$ cat src/rtl/mips_dbg_pkg.sv
// Shared types and constants for the debug state-dump block.
package mips_dbg_pkg;
  localparam int DEF_DATA_W      = 32;
  localparam int DEF_DMEM_DEPTH  = 8192;
  localparam int DEF_NREGS       = 32;
  localparam int DEF_TIMEOUT_CYC = 100;

  typedef enum logic [2:0] {
    ARM, RD_MEM, RD_REG, RD_PC, DRAIN, DONE
  } dump_state_t;

  localparam logic [1:0] SEC_MEM = 2'd0;
  localparam logic [1:0] SEC_REG = 2'd1;
  localparam logic [1:0] SEC_PC  = 2'd2;
endpackage

$ cat src/rtl/dump_skid_buf.sv
// Two-entry valid/ready buffer for dump words; head entry drives the stream.
module dump_skid_buf #(
  parameter int DATA_W = 32
) (
  input  logic              clk,
  input  logic              rst_n,
  input  logic              in_valid,
  input  logic [DATA_W-1:0] in_data,
  input  logic [1:0]        in_sec,
  input  logic              in_last,
  output logic              out_valid,
  input  logic              out_ready,
  output logic [DATA_W-1:0] out_data,
  output logic [1:0]        out_sec,
  output logic              out_last,
  output logic [1:0]        count
);
  localparam int EW = DATA_W + 3;

  logic [EW-1:0] e0, e1, in_vec;
  logic          pop;

  assign in_vec    = {in_last, in_sec, in_data};
  assign out_valid = (count != 2'd0);
  assign pop       = out_valid & out_ready;
  assign {out_last, out_sec, out_data} = e0;

  // Producer never pushes into a full buffer, so no overflow guard here.
  always_ff @(posedge clk or negedge rst_n) begin
    if (!rst_n) begin
      e0    <= '0;
      e1    <= '0;
      count <= 2'd0;
    end else begin
      case ({in_valid, pop})
        2'b10: begin
          if (count == 2'd0) e0 <= in_vec;
          else               e1 <= in_vec;
          count <= count + 2'd1;
        end
        2'b01: begin
          e0    <= e1;
          count <= count - 2'd1;
        end
        2'b11: begin
          if (count == 2'd1) e0 <= in_vec;
          else begin
            e0 <= e1;
            e1 <= in_vec;
          end
        end
        default: ;
      endcase
    end
  end
endmodule

$ cat src/rtl/mips_state_dump.sv
// Streams data memory, register file and PC out of a halted MIPS core
// as one valid/ready word stream with section tags.
module mips_state_dump
  import mips_dbg_pkg::*;
#(
  parameter int DATA_W      = DEF_DATA_W,
  parameter int DMEM_DEPTH  = DEF_DMEM_DEPTH,
  parameter int NREGS       = DEF_NREGS,
  parameter int TIMEOUT_CYC = DEF_TIMEOUT_CYC,
  localparam int MAW = $clog2(DMEM_DEPTH),
  localparam int RAW = $clog2(NREGS)
) (
  input  logic              clk,
  input  logic              rst_n,
  input  logic              halted_i,
  input  logic              start_i,
  input  logic              clear_i,
  input  logic [DATA_W-1:0] pc_i,
  output logic [MAW-1:0]    mem_addr_o,
  output logic              mem_rd_o,
  input  logic [DATA_W-1:0] mem_rdata_i,
  output logic [RAW-1:0]    reg_addr_o,
  output logic              reg_rd_o,
  input  logic [DATA_W-1:0] reg_rdata_i,
  output logic              dump_valid_o,
  input  logic              dump_ready_i,
  output logic [DATA_W-1:0] dump_data_o,
  output logic [1:0]        dump_sec_o,
  output logic              dump_last_o,
  output logic              busy_o,
  output logic              done_o
);
  localparam logic [MAW-1:0] MEM_LAST = MAW'(DMEM_DEPTH - 1);
  localparam logic [RAW-1:0] REG_LAST = RAW'(NREGS - 1);

  dump_state_t       state, nxt;
  logic [MAW-1:0]    mem_cnt;
  logic [RAW-1:0]    reg_cnt;
  logic [31:0]       wd_cnt;
  logic              halted_q;
  logic [DATA_W-1:0] pc_q;
  logic              infl_vld, infl_last;
  logic [1:0]        infl_sec;
  logic [1:0]        buf_cnt;
  logic [2:0]        occ;
  logic              pop, slot, trig, wd_hit, pc_iss;
  logic [DATA_W-1:0] push_data;

  assign wd_hit = (TIMEOUT_CYC != 0) && (wd_cnt == 32'(TIMEOUT_CYC - 1));
  assign trig   = start_i | (halted_i & ~halted_q) | wd_hit;
  assign pop    = dump_valid_o & dump_ready_i;
  // A word leaving this cycle frees its slot, which keeps one word per cycle.
  assign occ    = 3'(buf_cnt) + 3'(infl_vld) - 3'(pop);
  assign slot   = (occ < 3'd2);

  assign mem_addr_o = mem_cnt;
  assign reg_addr_o = reg_cnt;
  assign busy_o     = (state == RD_MEM) || (state == RD_REG) ||
                      (state == RD_PC)  || (state == DRAIN);
  assign done_o     = (state == DONE);

  always_comb begin
    nxt      = state;
    mem_rd_o = 1'b0;
    reg_rd_o = 1'b0;
    pc_iss   = 1'b0;
    case (state)
      ARM:    if (trig) nxt = RD_MEM;
      RD_MEM: begin
        mem_rd_o = slot;
        if (slot && mem_cnt == MEM_LAST) nxt = RD_REG;
      end
      RD_REG: begin
        reg_rd_o = slot;
        if (slot && reg_cnt == REG_LAST) nxt = RD_PC;
      end
      RD_PC: begin
        pc_iss = slot;
        if (slot) nxt = DRAIN;
      end
      DRAIN:  if (pop && dump_last_o) nxt = DONE;
      DONE:   if (clear_i) nxt = ARM;
      default: nxt = ARM;
    endcase
  end

  always_ff @(posedge clk or negedge rst_n) begin
    if (!rst_n) begin
      state     <= ARM;
      mem_cnt   <= '0;
      reg_cnt   <= '0;
      wd_cnt    <= '0;
      halted_q  <= 1'b0;
      pc_q      <= '0;
      infl_vld  <= 1'b0;
      infl_sec  <= SEC_MEM;
      infl_last <= 1'b0;
    end else begin
      state    <= nxt;
      halted_q <= halted_i;
      // Watchdog only runs while armed; leaving ARM restarts it.
      if (state == ARM) begin
        if (wd_cnt != '1) wd_cnt <= wd_cnt + 32'd1;
      end else begin
        wd_cnt <= '0;
      end
      if (state == ARM && trig) begin
        mem_cnt <= '0;
        reg_cnt <= '0;
        pc_q    <= pc_i;
      end
      if (mem_rd_o && mem_cnt != MEM_LAST) mem_cnt <= mem_cnt + MAW'(1);
      if (reg_rd_o && reg_cnt != REG_LAST) reg_cnt <= reg_cnt + RAW'(1);
      // The PC rides the same one-cycle slot as a read so ordering is kept.
      infl_vld  <= mem_rd_o | reg_rd_o | pc_iss;
      infl_sec  <= reg_rd_o ? SEC_REG : (pc_iss ? SEC_PC : SEC_MEM);
      infl_last <= pc_iss;
    end
  end

  always_comb begin
    push_data = mem_rdata_i;
    case (infl_sec)
      SEC_REG: push_data = reg_rdata_i;
      SEC_PC:  push_data = pc_q;
      default: push_data = mem_rdata_i;
    endcase
  end

  dump_skid_buf #(.DATA_W(DATA_W)) u_buf (
    .clk       (clk),
    .rst_n     (rst_n),
    .in_valid  (infl_vld),
    .in_data   (push_data),
    .in_sec    (infl_sec),
    .in_last   (infl_last),
    .out_valid (dump_valid_o),
    .out_ready (dump_ready_i),
    .out_data  (dump_data_o),
    .out_sec   (dump_sec_o),
    .out_last  (dump_last_o),
    .count     (buf_cnt)
  );
endmodule

$ cat config.mk
export PLATFORM = sky130hd
export DESIGN_NAME = mips_state_dump
export DESIGN_NICKNAME = d
export VERILOG_FILES = /design/src/rtl/mips_dbg_pkg.sv /design/src/rtl/dump_skid_buf.sv /design/src/rtl/mips_state_dump.sv
export SDC_FILE = /design/constraint.sdc
export NUM_CORES = 1
export LEC_CHECK = 0
export CORE_UTILIZATION = 56
export DETAILED_ROUTE_END_ITERATION = 8
export HOLD_SLACK_MARGIN = 0.15
export PLACE_DENSITY = 0.86
export REMOVE_ABC_BUFFERS = 1
export SYNTH_ARGS = -nofsm -noshare
export SYNTH_HDL_FRONTEND = slang
export SYNTH_SLANG_ARGS = --single-unit
$ cat constraint.sdc
create_clock -name clk -period 7.5 [get_ports clk]
set_input_delay 1.5 -clock clk [delete_from_list [all_inputs] [get_ports clk]]
set_output_delay 1.5 -clock clk [all_outputs]
set_load 0.02 [all_outputs]
==> flow_summary.json, run 1 <==
{
  "slew_headroom_pct": 21.2,
  "via_per_inst": 6.03,
  "synth_area_um2": 7990,
  "utilization_pct": 73.9,
  "async_reset_ff_share_pct": 100,
  "final-hold-violation-count": 0,
  "ys_warn_count": 0,
  "hpwlAfterDp_mm": 13.4,
  "antenna_found_initial": 0,
  "peakVddDrop_v": 0.000155,
  "avgSynthCellArea_um2": 9.68,
  "status": "complete, no violations",
  "ys_seq_area_share_pct": 50.7,
  "clock-root-buffer": "clkbuf_16",
  "ys_types": 57,
  "grt_overflow": 0,
  "synth_most_common_cell": "dfrtp_1",
  "setup_tns_ns": 0,
  "hold_class": "reg2reg",
  "cts_buffers": 17,
  "htree_num_levels": 4,
  "gp_congestion": 0.857,
  "post_drt_wl_per_cell_um": 17.8,
  "synth.area.top_cells": "dfrtp_1, o21ai_0, nand2_1, mux2_1, a21oi_1",
  "synth_ff_type": "dfrtp_1",
  "syn_inst": 825,
  "totalWireLength_mm": 20.6,
  "ant_nets": 0,
  "diodes": 0,
  "core-area_um2": 13900,
  "leakagePower_nw": 4.03,
  "drive_gt1_share_pct": 5.95,
  "insertion_delay_ns": 0.43,
  "report.final.slew_viol_count": 0,
  "cts_buffer_depth": 2,
  "post-route-period-util_pct": 77.4,
  "grt_start_max_net_pins": 84,
  "die_w_um": 121,
  "crit_path_max_fanout": 3,
  "rsz0062_at_grt": "no",
  "worstSetupEndpointType": "output port",
  "synth_top_area_share_pct": 50.7,
  "syn2layout_area_growth_pct": 28.5,
  "clock.fmax_mhz": 172,
  "period_minus_slack_ns": 5.80,
  "cp.required_ns": 6.00,
  "timing.rr.end": "reg_addr_o[2]",
  "clk_pin_slew_ns": 0.06,
  "num_rows": 43,
  "num-nets-final": 1075,
  "grt_pass1_wl_mm": 33.4,
  "start_util_pct": 57.6,
  "reg2reg_depth": 11,
  "die_area_um2": 14700,
  "grt_pass1_vias": 6754,
  "r2r_start": "u_buf.count[1]",
  "io_pins": 160,
  "arrival_ns": 4.30,
  "crit_end": "reg_rd_o",
  "post-route-drc-count": 0,
  "reg2reg_slack_ns": 4.03,
  "die_h_um": 121,
  "tightest_slew_ns": 1.17,
  "path_class": "in2out",
  "maxCapViolCount": 0,
  "ctsResizeCount": 0,
  "cts_setup_buffers": 0,
  "postCtsHoldBufs": 0,
  "clock_skew_ns": 0.00753,
  "synth-edff-count": 0,
  "cts_tree": "yes",
  "cp-start-kind": "input pin",
  "synth_top_cell_by_area": "dfrtp_1",
  "vias": 6965,
  "startpoint": "dump_ready_i",
  "drtIter0Drc": 562,
  "synth.top_cells.by_count": "dfrtp_1, nand2_1, o21ai_0, a21oi_1, nor2_1",
  "ys_ff_latch": 162,
  "port_buffers": 159,
  "setup_violations": 0,
  "cts_sinks": 162,
  "track_usage_pct": 29.3,
  "p_per_area_nw_per_um2": 251,
  "drt_pass1_iterations": 6
}
==> layout make-up <==
| cell class | instances | area [µm²] |
|---|---|---|
| fill | 990 | 3620 |
| tap | 180 | 225 |
| clock buffer | 19 | 453 |
| inverter | 15 | 56.3 |
| clock inverter | 13 | 134 |
| multi-input combinational | 599 | 3690 |
| timing repair buffer | 167 | 1650 |
| sequential | 162 | 4050 |
==> layout by cell type, fill, tap and decap left out, types with 6 or more instances in the layout <==
cell type / n
nor2_1: 49
buf_4: 8
o31ai_1: 12
nand3_1: 21
mux2_1: 31
a2bb2oi_1: 32
nor3b_1: 6
ha_1: 9
o21ai_0: 93
nor3_1: 11
or4_1: 17
dfrtp_1: 162
a22oi_1: 36
a21oi_1: 62
nand2_1: 109
or3_1: 19
o211ai_1: 6
xnor2_1: 10
inv_1: 15
clkbuf_16: 17
nor4_1: 11
clkdlybuf4s50_1: 158
==> state kept, by name (all words and copies together), names as in the netlist <==
name,count
state,3
u_buf.e0,35
reg_addr_o,5
infl_sec,2
pc_q,32
mem_addr_o,13
infl_last,1
u_buf.e1,35
infl_vld,1
halted_q,1
u_buf.count,2
wd_cnt,32
==> how the worst min path moves through the flow <==
stage	from	end	cells after the start	slack, ns
after floorplan	u_buf.e1[0]	u_buf.e1[0]	2	0.45
after global placement	u_buf.e0[33]	u_buf.e0[33]	2	0.46
after detailed placement	u_buf.e0[7]	u_buf.e0[7]	2	0.47
after CTS	u_buf.e0[16]	u_buf.e0[16]	2	0.48
after global routing	u_buf.e0[16]	u_buf.e0[16]	2	0.50
final	u_buf.e0[16]	u_buf.e0[16]	2	0.48
==> routing by layer <==
layer,GRT usage [%],part of all wire (%),vias to the layer above
met5,0,0,-
met4,9.80,1.6,0
met3,7.00,7.2,24
met2,47.6,48,255
met1,38.4,43,3398
li1,-,-,3288
==> kinds of logic (layout without fill, tap and decap cells) <==
logic type | after synthesis | count (layout) | synth area share [%]
AND/OR/NAND/NOR | 282 | 282 | 17.6
AO/OA/AOI/OAI | 260 | 260 | 20.2
flip-flops | 162 | 162 | 50.7
buffers and inverters | 64 | 214 | 3.52
multiplexers | 36 | 36 | 5.03
adder cells (fa/ha/maj) | 11 | 11 | 1.82
XOR/XNOR | 10 | 10 | 1.10
==> through the flow <==
stage,instances,worst slack [ns],power [mW],hold slack [ns],instance area [µm²]
2_1_floorplan,776,2.84,1.37,0.450,7760
3_3_place_gp,1123,1.85,1.70,0.461,9680
3_5_place_dp,1123,1.78,1.72,0.469,9680
4_1_cts,1155,1.71,2.58,0.484,10300
5_1_grt,1155,1.54,2.68,0.496,10300
6_report,1155,1.70,2.58,0.477,10300
==> report_power, final <==
group          internal, mW  total [mW]  leakage [nW]  switching, mW
registers             0.977        1.04          2.14         0.0611
clock network         0.506       0.859         0.285          0.353
logic                 0.306       0.680          1.60          0.373
total                  1.79        2.58          4.03          0.787
==> worst max-delay path, stage by stage <==
cell and delay, ns:
clkdlybuf4s50_1 0.52, nand2_1 0.11, nor2_1 0.18, o21ai_0 0.14, fa_1 0.39, xnor2_1 0.28
nand3_1 0.17, nor3b_1 0.34, clkdlybuf4s50_1 0.67
Note: power is estimated with default switching activity, not from simulation.
==> run 2, diff against run 1 <==
--- a/config.mk
+++ b/config.mk
@@ -5,10 +5,10 @@
 export SDC_FILE = /design/constraint.sdc
 export NUM_CORES = 1
 export LEC_CHECK = 0
-export CORE_UTILIZATION = 56
+export CORE_UTILIZATION = 47
 export DETAILED_ROUTE_END_ITERATION = 8
 export HOLD_SLACK_MARGIN = 0.15
-export PLACE_DENSITY = 0.86
+export PLACE_DENSITY = 0.77
 export REMOVE_ABC_BUFFERS = 1
 export SYNTH_ARGS = -nofsm -noshare
 export SYNTH_HDL_FRONTEND = slang
==> constraint.sdc (replaced) <==
create_clock -name clk -period 5.1 [get_ports clk]
set_input_delay 1.02 -clock clk [delete_from_list [all_inputs] [get_ports clk]]
set_output_delay 1.02 -clock clk [all_outputs]
set_load 0.02 [all_outputs]
==> flow_summary.json, run 2 (synthesis results as in run 1) <==
{
  "p_sw_share_pct": 29.9,
  "path_class": "in2out",
  "core-area_um2": 16600,
  "clock-root-buffer": "clkbuf_16",
  "utilization_pct": 62.5,
  "cts_sinks": 162,
  "arrival_ns": 3.81,
  "p_per_area_nw_per_um2": 375,
  "start_util_pct": 48.2,
  "tightest_slew_ns": 1.16,
  "via_per_inst": 5.75,
  "nFillCells": 1361,
  "clock_skew_ns": 0.00704,
  "clock.fmax_mhz": 207,
  "cpMostUsedCell": "clkdlybuf4s50_1",
  "crit_path_top_delay_cell": "clkdlybuf4s50_1",
  "grt_pass1_wl_mm": 33.4,
  "ant_nets": 0,
  "cts_buffers": 17,
  "setup_tns_ns": 0,
  "cts_setup_buffers": 0,
  "cpPeakStageDelay_ns": 0.66,
  "grt_pass1_vias": 6500,
  "internal_power_mw": 2.73,
  "cp-start-kind": "input pin",
  "crit_path_max_fanout": 3,
  "drt_pass1_iterations": 5,
  "hold_ws_ns": 0.478,
  "maxCapViolCount": 0,
  "report.final.slew_viol_count": 0,
  "post-route-drc-count": 0,
  "grt_overflow": 0,
  "die_h_um": 132,
  "die_w_um": 132,
  "status": "complete, no violations",
  "mostFrequentLayoutCells": "dfrtp_1, clkdlybuf4s50_1, nand2_1, o21ai_0, a21oi_1",
  "leakagePower_nw": 4.05,
  "worstPathCellList": "clkdlybuf4s50_1 -> nand2_1 -> nor2_1 -> o21ai_0 -> fa_1 -> xnor2_1 -> nand3_1 -> nor3b_1 -> clkdlybuf4s50_1",
  "htree_num_levels": 4,
  "layout_commonest_cell": "dfrtp_1",
  "grt_start_max_net_pins": 88,
  "io_pins": 160,
  "p_comb_share_pct": 25.4,
  "period_minus_slack_ns": 4.83,
  "cp.required_ns": 4.08,
  "slew_headroom_pct": 22.9,
  "gp_congestion": 0.858,
  "totalWireLength_mm": 20.3,
  "dpl_cell_area_um2": 9730,
  "fin_cells": 1196,
  "final_area_um2": 10400,
  "p_sw_mw": 1.16,
  "cts_tree": "yes",
  "port_buffers": 159,
  "p_total_mw": 3.89,
  "hold_class": "reg2reg",
  "die_area_um2": 17500,
  "diodes": 0,
  "insertion_delay_ns": 0.42,
  "peakVddDrop_v": 0.000238,
  "postCtsHoldBufs": 0,
  "power.share.sequential_pct": 39.2,
  "vias": 6876,
  "track_usage_pct": 24.0,
  "setup_slack_ns": 0.273,
  "syn2layout_area_growth_pct": 29.8,
  "hpwlAfterDp_mm": 13.5,
  "post_drt_wl_per_cell_um": 17.0,
  "post-route-period-util_pct": 94.7,
  "ctsResizeCount": 0,
  "rsz0062_at_grt": "no",
  "setup_violations": 0,
  "cp_num_buf_inv": 2,
  "cp_top_family": "buffers and inverters",
  "worstSetupEndpointType": "output port",
  "num_rows": 47,
  "drive_gt1_share_pct": 6.05,
  "place_inst": 1164,
  "num-nets-final": 1076,
  "clk_pin_slew_ns": 0.06,
  "reg_top3": "u_buf.e0 x35, u_buf.e1 x35",
  "drtIter0Drc": 625,
  "antenna_found_initial": 0,
  "p_clk_share_pct": 35.5,
  "final-hold-violation-count": 0,
  "cts_buffer_depth": 2,
  "dp_slack_ns": 0.276
}
## run 2: cell count changes in the layout (fill, tap and decap cells not counted)
cell | previous run | this run
inv_6 | 1 | 4
buf_4 | 8 | 9
clkinv_2 | 5 | 1
clkbuf_8 | 2 | 1
bufinv_16 | 2 | 4
## run 2: power by group through the flow
stage / Sequential, mW / Clock (mW) / Combinational [mW]
2_1_floorplan: 1.70 / 0 / 0.317
3_5_place_dp: 1.55 / 0 / 0.988
6_report: 1.52 / 1.38 / 0.987
4_1_cts: 1.52 / 1.40 / 0.994
5_1_grt: 1.54 / 1.45 / 1.06
3_3_place_gp: 1.54 / 0 / 0.974
## run 2: area by class of cell
| type | count | area [µm²] | area share, % |
|---|---|---|---|
| Clock inverter | 14 | 200 | 1.93 |
| Sequential cell | 162 | 4050 | 39.1 |
| Multi-Input combinational cell | 599 | 3690 | 35.5 |
| Tap cell | 220 | 275 | 2.65 |
| Inverter | 15 | 56.3 | 0.543 |
| Clock buffer | 18 | 439 | 4.23 |
| Timing Repair Buffer | 168 | 1660 | 16.0 |
## run 2: final timing paths
check	start	end	slack, ns	cells past startpoint
worst max-delay path	dump_ready_i	reg_rd_o	0.27	9
worst min-delay path	u_buf.e0[21]	u_buf.e0[21]	0.48	2
worst max register to register	u_buf.count[1]	reg_addr_o[2]	1.62	11
worst min register to register	u_buf.e0[21]	u_buf.e0[21]	0.48	2
max in group asynchronous	rst_n	pc_q[0]	3.40	2
min in group asynchronous	rst_n	pc_q[3]	0.65	1
## run 2: routing by layer
| layer | share of wire [%] | GRT usage [%] | vias up |
|---|---|---|---|
| li1 | - | - | 3299 |
| met1 | 47 | 33.3 | 3330 |
| met2 | 46 | 38.0 | 220 |
| met3 | 5.8 | 4.34 | 27 |
| met4 | 1.3 | 7.73 | 0 |
| met5 | 0 | 0 | - |
## run 2: worst register-to-register path, stage by stage, from the launching register on
cell     delay (ns)
dfrtp_1        0.43
inv_1          0.09
ha_1           0.24
inv_1          0.14
nand2_1        0.12
nor2_1         0.19
o21ai_0        0.16
fa_1           0.41
xnor2_1        0.26
nand3_1        0.17
or4b_2         0.77
a311o_1        0.40
